### src/rtl/lane_arb_pkg.sv
`default_nettype none
// +----------------------------------------------------------------------+
// | Module  : lane_arb_pkg                                               |
// | Brief   : Shared constants and state encoding for lane_rr_arbiter.   |
// | Revision: 1.0  initial release                                       |
// +----------------------------------------------------------------------+
package lane_arb_pkg;

  localparam int NLANE  = 4;   // requesters / lanes
  localparam int LANE_W = 2;   // bits per lane
  localparam int SEL_W  = 2;   // log2(NLANE)
  localparam int CNT_W  = 8;   // per-lane grant counter width

  typedef enum logic {
    IDLE  = 1'b0,
    GRANT = 1'b1
  } state_t;

endpackage : lane_arb_pkg
`default_nettype wire

### src/rtl/lane_rr_pick.sv
`default_nettype none
// +----------------------------------------------------------------------+
// | Module  : lane_rr_pick                                               |
// | Brief   : Combinational round-robin winner select. Scans the         |
// |           candidate vector starting at ptr, wrapping modulo NLANE,   |
// |           and returns the first set bit (one-hot and encoded).       |
// | Revision: 1.0  initial release                                       |
// +----------------------------------------------------------------------+
module lane_rr_pick
  import lane_arb_pkg::*;
(
  input  logic [NLANE-1:0] cand,
  input  logic [SEL_W-1:0] ptr,
  output logic             any,
  output logic [NLANE-1:0] onehot,
  output logic [SEL_W-1:0] idx
);

  // Rotating priority scan; SEL_W-bit addition gives the modulo wrap for free.
  always_comb begin
    logic [SEL_W-1:0] k;
    any    = 1'b0;
    onehot = '0;
    idx    = '0;
    k      = '0;
    for (int i = 0; i < NLANE; i++) begin
      k = ptr + SEL_W'(i);
      if (!any && cand[k]) begin
        any       = 1'b1;
        idx       = k;
        onehot[k] = 1'b1;
      end
    end
  end

endmodule : lane_rr_pick
`default_nettype wire

### src/rtl/lane_rr_arbiter.sv
`default_nettype none
// +----------------------------------------------------------------------+
// | Module  : lane_rr_arbiter                                            |
// | Brief   : Round-robin sequencer sharing one 2-bit lane among four    |
// |           requesters. Winner's lane is latched at grant time and     |
// |           offered downstream with valid/ready; ack pulses on the     |
// |           handshake. Back-to-back grants skip the current owner.     |
// | Options : LANE_ARB_STATS_EN adds grant_cnt, one 8-bit saturating     |
// |           handshake counter per lane.                                |
// | Revision: 1.0  initial release                                       |
// +----------------------------------------------------------------------+
module lane_rr_arbiter
  import lane_arb_pkg::*;
(
  input  logic                    clk,
  input  logic                    rst_n,
  input  logic [NLANE-1:0]        req,
  input  logic [NLANE*LANE_W-1:0] data_in,
  output logic [NLANE-1:0]        ack,
  output logic [NLANE-1:0]        grant,
  output logic [SEL_W-1:0]        sel,
  output logic                    out_valid,
  output logic [LANE_W-1:0]       out_data,
  input  logic                    out_ready
`ifdef LANE_ARB_STATS_EN
  ,
  output logic [NLANE*CNT_W-1:0]  grant_cnt
`endif
);

  state_t              state_q, state_d;
  logic [SEL_W-1:0]    ptr_q, ptr_d;
  logic [SEL_W-1:0]    sel_q, sel_d;
  logic [NLANE-1:0]    grant_q, grant_d;
  logic                valid_q, valid_d;
  logic [LANE_W-1:0]   data_q, data_d;

  logic                hs;
  logic [NLANE-1:0]    pick_cand;
  logic [SEL_W-1:0]    pick_ptr;
  logic                win_any;
  logic [NLANE-1:0]    win_oh;
  logic [SEL_W-1:0]    win_idx;
  logic [LANE_W-1:0]   win_data;

  // Handshake and same-cycle acceptance pulse to the current owner.
  always_comb begin
    hs  = (state_q == GRANT) && valid_q && out_ready;
    ack = hs ? grant_q : '0;
  end

  // From IDLE all requesters compete at the stored pointer; from GRANT the
  // owner is excluded and the pointer advances past it, so a re-grant
  // needs no extra cycle to update ptr first.
  always_comb begin
    if (state_q == IDLE) begin
      pick_cand = req;
      pick_ptr  = ptr_q;
    end else begin
      pick_cand = req & ~grant_q;
      pick_ptr  = sel_q + SEL_W'(1);
    end
  end

  lane_rr_pick u_pick (
    .cand   (pick_cand),
    .ptr    (pick_ptr),
    .any    (win_any),
    .onehot (win_oh),
    .idx    (win_idx)
  );

  assign win_data = data_in[int'(win_idx)*LANE_W +: LANE_W];

  // Next-state and register-load decisions.
  always_comb begin
    state_d = state_q;
    ptr_d   = ptr_q;
    sel_d   = sel_q;
    grant_d = grant_q;
    valid_d = valid_q;
    data_d  = data_q;
    case (state_q)
      IDLE: begin
        valid_d = 1'b0;
        if (win_any) begin
          sel_d   = win_idx;
          grant_d = win_oh;
          data_d  = win_data;
          valid_d = 1'b1;
          state_d = GRANT;
        end
      end
      GRANT: begin
        if (hs) begin
          ptr_d = sel_q + SEL_W'(1);
          if (win_any) begin
            sel_d   = win_idx;
            grant_d = win_oh;
            data_d  = win_data;
            valid_d = 1'b1;
          end else begin
            grant_d = '0;
            valid_d = 1'b0;
            state_d = IDLE;
          end
        end
      end
      default: state_d = IDLE;
    endcase
  end

  // State and datapath registers.
  always_ff @(posedge clk or negedge rst_n) begin
    if (!rst_n) begin
      state_q <= IDLE;
      ptr_q   <= '0;
      sel_q   <= '0;
      grant_q <= '0;
      valid_q <= 1'b0;
      data_q  <= '0;
    end else begin
      state_q <= state_d;
      ptr_q   <= ptr_d;
      sel_q   <= sel_d;
      grant_q <= grant_d;
      valid_q <= valid_d;
      data_q  <= data_d;
    end
  end

  assign grant     = grant_q;
  assign sel       = sel_q;
  assign out_valid = valid_q;
  assign out_data  = data_q;

`ifdef LANE_ARB_STATS_EN
  logic [CNT_W-1:0] cnt_q [NLANE];

  for (genvar g = 0; g < NLANE; g++) begin : g_cnt
    // Saturating per-lane handshake counter.
    always_ff @(posedge clk or negedge rst_n) begin
      if (!rst_n) begin
        cnt_q[g] <= '0;
      end else if (ack[g] && (cnt_q[g] != {CNT_W{1'b1}})) begin
        cnt_q[g] <= cnt_q[g] + CNT_W'(1);
      end
    end
    assign grant_cnt[g*CNT_W +: CNT_W] = cnt_q[g];
  end
`endif

endmodule : lane_rr_arbiter
`default_nettype wire

### config.mk
export PLATFORM = sky130hd
export DESIGN_NAME = lane_rr_arbiter
export DESIGN_NICKNAME = d
export VERILOG_FILES = /design/src/rtl/lane_arb_pkg.sv /design/src/rtl/lane_rr_pick.sv /design/src/rtl/lane_rr_arbiter.sv
export SDC_FILE = /design/constraint.sdc
export NUM_CORES = 1
export LEC_CHECK = 0
export CORE_MARGIN = 2
export CORE_UTILIZATION = 45
export CTS_CLUSTER_SIZE = 30
export DETAILED_ROUTE_END_ITERATION = 16
export PLACE_DENSITY_LB_ADDON = 0.05
export SYNTH_ARGS = -nofsm -noshare
export SYNTH_HDL_FRONTEND = slang
export SYNTH_HIERARCHICAL = 1
export SYNTH_SLANG_ARGS = --single-unit
### constraint.sdc
create_clock -name clk -period 4.31 [get_ports clk]
set_clock_uncertainty 0.05 [all_clocks]
set_input_delay 0.862 -clock clk [delete_from_list [all_inputs] [get_ports clk]]
set_output_delay 0.862 -clock clk [all_outputs]
set_load 0.02 [all_outputs]
==> impl_metrics.py <==
metrics = {
    "run_status": {
        "outcome": "finished clean",
    },
    "min_path": {
        "worstHoldStart": "ptr_q[0]",
        "worstHoldEndpoint": "ptr_q[0]",
        "hold_class": "register to register",
        "worstHoldPathCells": 2,
    },
    "cts": {
        "hold_buffers": 0,
        "cts-buffers-inserted": 3,
        "tritoncts": "yes",
        "cts_max_path_buffers": 2,
        "ctsRootBufferMaster": "sky130_fd_sc_hd__clkbuf_4",
        "clk_pin_slew_worst_paths_ps": 80,
        "clk-insertion-delay-late_ps": 270,
        "h-tree-depth": 1,
        "cts_setup_buffers": 0,
        "post_cts_resize_count": 0,
        "clkSinkCount": 12,
    },
    "die": {
        "die_height_um": 53.2,
        "initial_core_util": 0.483,
        "core_region_area_um2": 2250,
        "num_rows": 17,
        "design.portCount": 28,
        "floorplan.die_area_um2": 2830,
        "die_w_um": 53.2,
    },
    "worst_setup_path": {
        "setup.reg_to_reg.worst_slack_ps": 850,
        "ff2ff_path_depth": 12,
        "endpoint_kind": "register",
        "cp_data_arrival_time_ps": 3750,
        "regToRegEndpoint": "out_data[1]",
        "r2r-start": "state_q",
        "crit_fanout": 10,
        "setup.worst_path.start_class": "input port",
        "timing_worst_setup_path_type": "input port to register",
        "worst_ep_required_time_ps": 4420,
    },
    "timing": {
        "setup_repair_after_global_routing_missed_its_margin": "no",
        "worst_slew_pin_slew_ps": 606,
        "timing.final.crit_period_ps": 3640,
        "final-max-slew-violation-count": 0,
        "report.final.setup_viol": 0,
        "layout_worst_path_cycle_share": 0.845,
        "timing.final.hold_violations": 0,
        "timing.hold.ws_ps": 441,
        "fin_tns_setup_ps": 0,
        "timing.max_slew.rel_slack": 0.592,
        "fmaxAchievable_ghz": 0.274,
    },
    "power": {
        "peakVddDrop_uv": 605,
        "p_int_w": 0.000644,
        "power.leakage_nw": 0.578,
        "clockPowerShare": 0.073,
        "sw_frac_of_total": 0.478,
        "power_frac_comb": 0.763,
        "p_sw_w": 0.000591,
        "share_seq_of_total_power": 0.165,
        "power-per-cell-area_nw_per_um2": 871,
        "design_power_total_w": 0.00124,
    },
    "yosys": {
        "mappedNetlistArea_um2": 1090,
        "ys_async_sr_fraction": 1.00,
        "synth.avg_cell_area_um2": 10.5,
        "yosysUniqueCellTypes": 36,
        "synth.yosys.seq_area_share": 0.276,
        "ys_seq_elements": 12,
        "netlist_instances": 104,
        "synth_enable_flop_cells": 0,
        "synth_top_flop_cell": "sky130_fd_sc_hd__dfrtp_1",
        "synth.net_count": 124,
        "ys_warns": 6,
    },
    "detailed_routing": {
        "drt_iter0_markers": 31,
        "detail_route.vias_per_cell": 6.33,
        "drc": 0,
        "routed_wirelength_mm": 2.67,
        "antenna_left": 0,
        "detail_route.first_pass.iterations": 4,
        "route.vias.total": 1019,
        "wl_per_cell_um": 16.6,
    },
    "run": {
        "maxCapViolCount": 0,
    },
    "place": {
        "dp.final_hpwl_mm": 2.11,
        "placed_cell_area_um2": 1380,
        "numPlacedInstances": 157,
        "routabilityCongestion": 0.823,
        "port_buffers": 27,
    },
    "layout": {
        "register_area_um2": 300,
        "final_cell_mix": "27 x sky130_fd_sc_hd__clkdlybuf4s50_1, 12 x sky130_fd_sc_hd__o21ai_0, 12 x sky130_fd_sc_hd__dfrtp_1",
        "final-instance-count-excl-fill": 161,
        "final_common_cell": "sky130_fd_sc_hd__clkdlybuf4s50_1",
        "multi_input_comb_area_um2": 734,
        "final_nets": 154,
        "nFillCells": 212,
        "final_area_um2": 1420,
        "post_route_cells_drive_above_1_share": 0.150,
        "antennaDiodeCount": 0,
        "syn_to_final_growth_pct": 30.2,
    },
    "grt": {
        "grtUsageTotal": 0.219,
        "grt_pass1_wl_mm": 4.55,
        "grt_max_degree": 19,
        "initial_antenna_violation_count": 0,
        "first_global_vias": 995,
        "grt_overflow_total": 0,
    },
}
[cells in the mapped netlist (all sizes together) (2+ instances only)]
master | instances | area (um^2)
nor2 | 4 | 15.0
o21ai | 13 | 68.8
mux2 | 6 | 67.6
buf | 3 | 27.5
ha | 5 | 62.6
o221a | 4 | 45.0
inv | 5 | 18.8
nand2 | 4 | 15.0
a31oi | 4 | 25.0
nand2b | 2 | 12.5
and2 | 4 | 25.0
a22oi | 8 | 60.1
mux4 | 6 | 154
a21boi | 4 | 30.0
clkbuf | 2 | 7.51
a21oi | 3 | 15.0
dfrtp | 12 | 300
[final cells by class]
type | instances | area share
well taps | 28 | 0.0247
clock buffers | 4 | 0.0256
flip-flops and latches | 12 | 0.212
repair buffers | 30 | 0.207
multi-input cells | 82 | 0.518
inverters | 5 | 0.0132
[through the flow]
step,util,setup WS (ps)
6_report,0.629,667
4_1_cts,0.629,629
2_1_floorplan,-,724
3_5_place_dp,0.613,333
5_1_grt,0.629,447
3_3_place_gp,0.613,535
[power by group through the flow]
stage,combinational (W),clock [W],sequential [W]
final,0.000942,0.0000898,0.000203
after global routing,0.00103,0.000102,0.000211
after CTS,0.000931,0.0000918,0.000204
after detailed placement,0.000929,0,0.000206
after global placement,0.000893,0,0.000204
after floorplan,0.000670,0,0.000235
[cell families (layout without fill, tap and decap cells)]
group,Yosys count,in the layout,synth area share
AOI/OAI and AO/OA,42,42,0.270
xor gates and xnor gates,1,1,0.00805
adders and majority gates,5,5,0.0575
buffers and inverters,10,39,0.0494
DFF,12,12,0.276
muxes,13,13,0.213
and+or+nand+nor,21,21,0.126
[metal layers]
layer | vias to the layer above | track usage | part of all wire
li1 | 473 | - | -
met1 | 506 | 0.287 | 0.44
met2 | 40 | 0.383 | 0.50
met3 | 0 | 0.0395 | 0.056
met4 | 0 | 0.0299 | 0
met5 | - | 0 | 0
[how the worst max path moves through the flow]
stage / from / end / cells after the start
2_1_floorplan: state_q / out_data[0] / 13
6_report: req[3] / out_data[1] / 7
5_1_grt: req[3] / out_data[1] / 7
4_1_cts: req[3] / out_data[1] / 7
3_3_place_gp: req[3] / out_data[0] / 8
3_5_place_dp: req[3] / out_data[1] / 7
[state kept, by name, indices dropped and copies added, names as in the netlist]
register / cells
out_valid: 1
state_q: 1
ptr_q: 2
sel: 2
grant: 4
out_data: 2
[worst max-delay path, stage by stage]
cell	delay, ps
sky130_fd_sc_hd__clkdlybuf4s50_1	460
sky130_fd_sc_hd__a21boi_0	510
sky130_fd_sc_hd__mux4_2	520
sky130_fd_sc_hd__a21oi_1	70
sky130_fd_sc_hd__o31ai_1	440
sky130_fd_sc_hd__mux4_1	610
sky130_fd_sc_hd__mux2_2	280
Power figures use the tool's default switching activity.
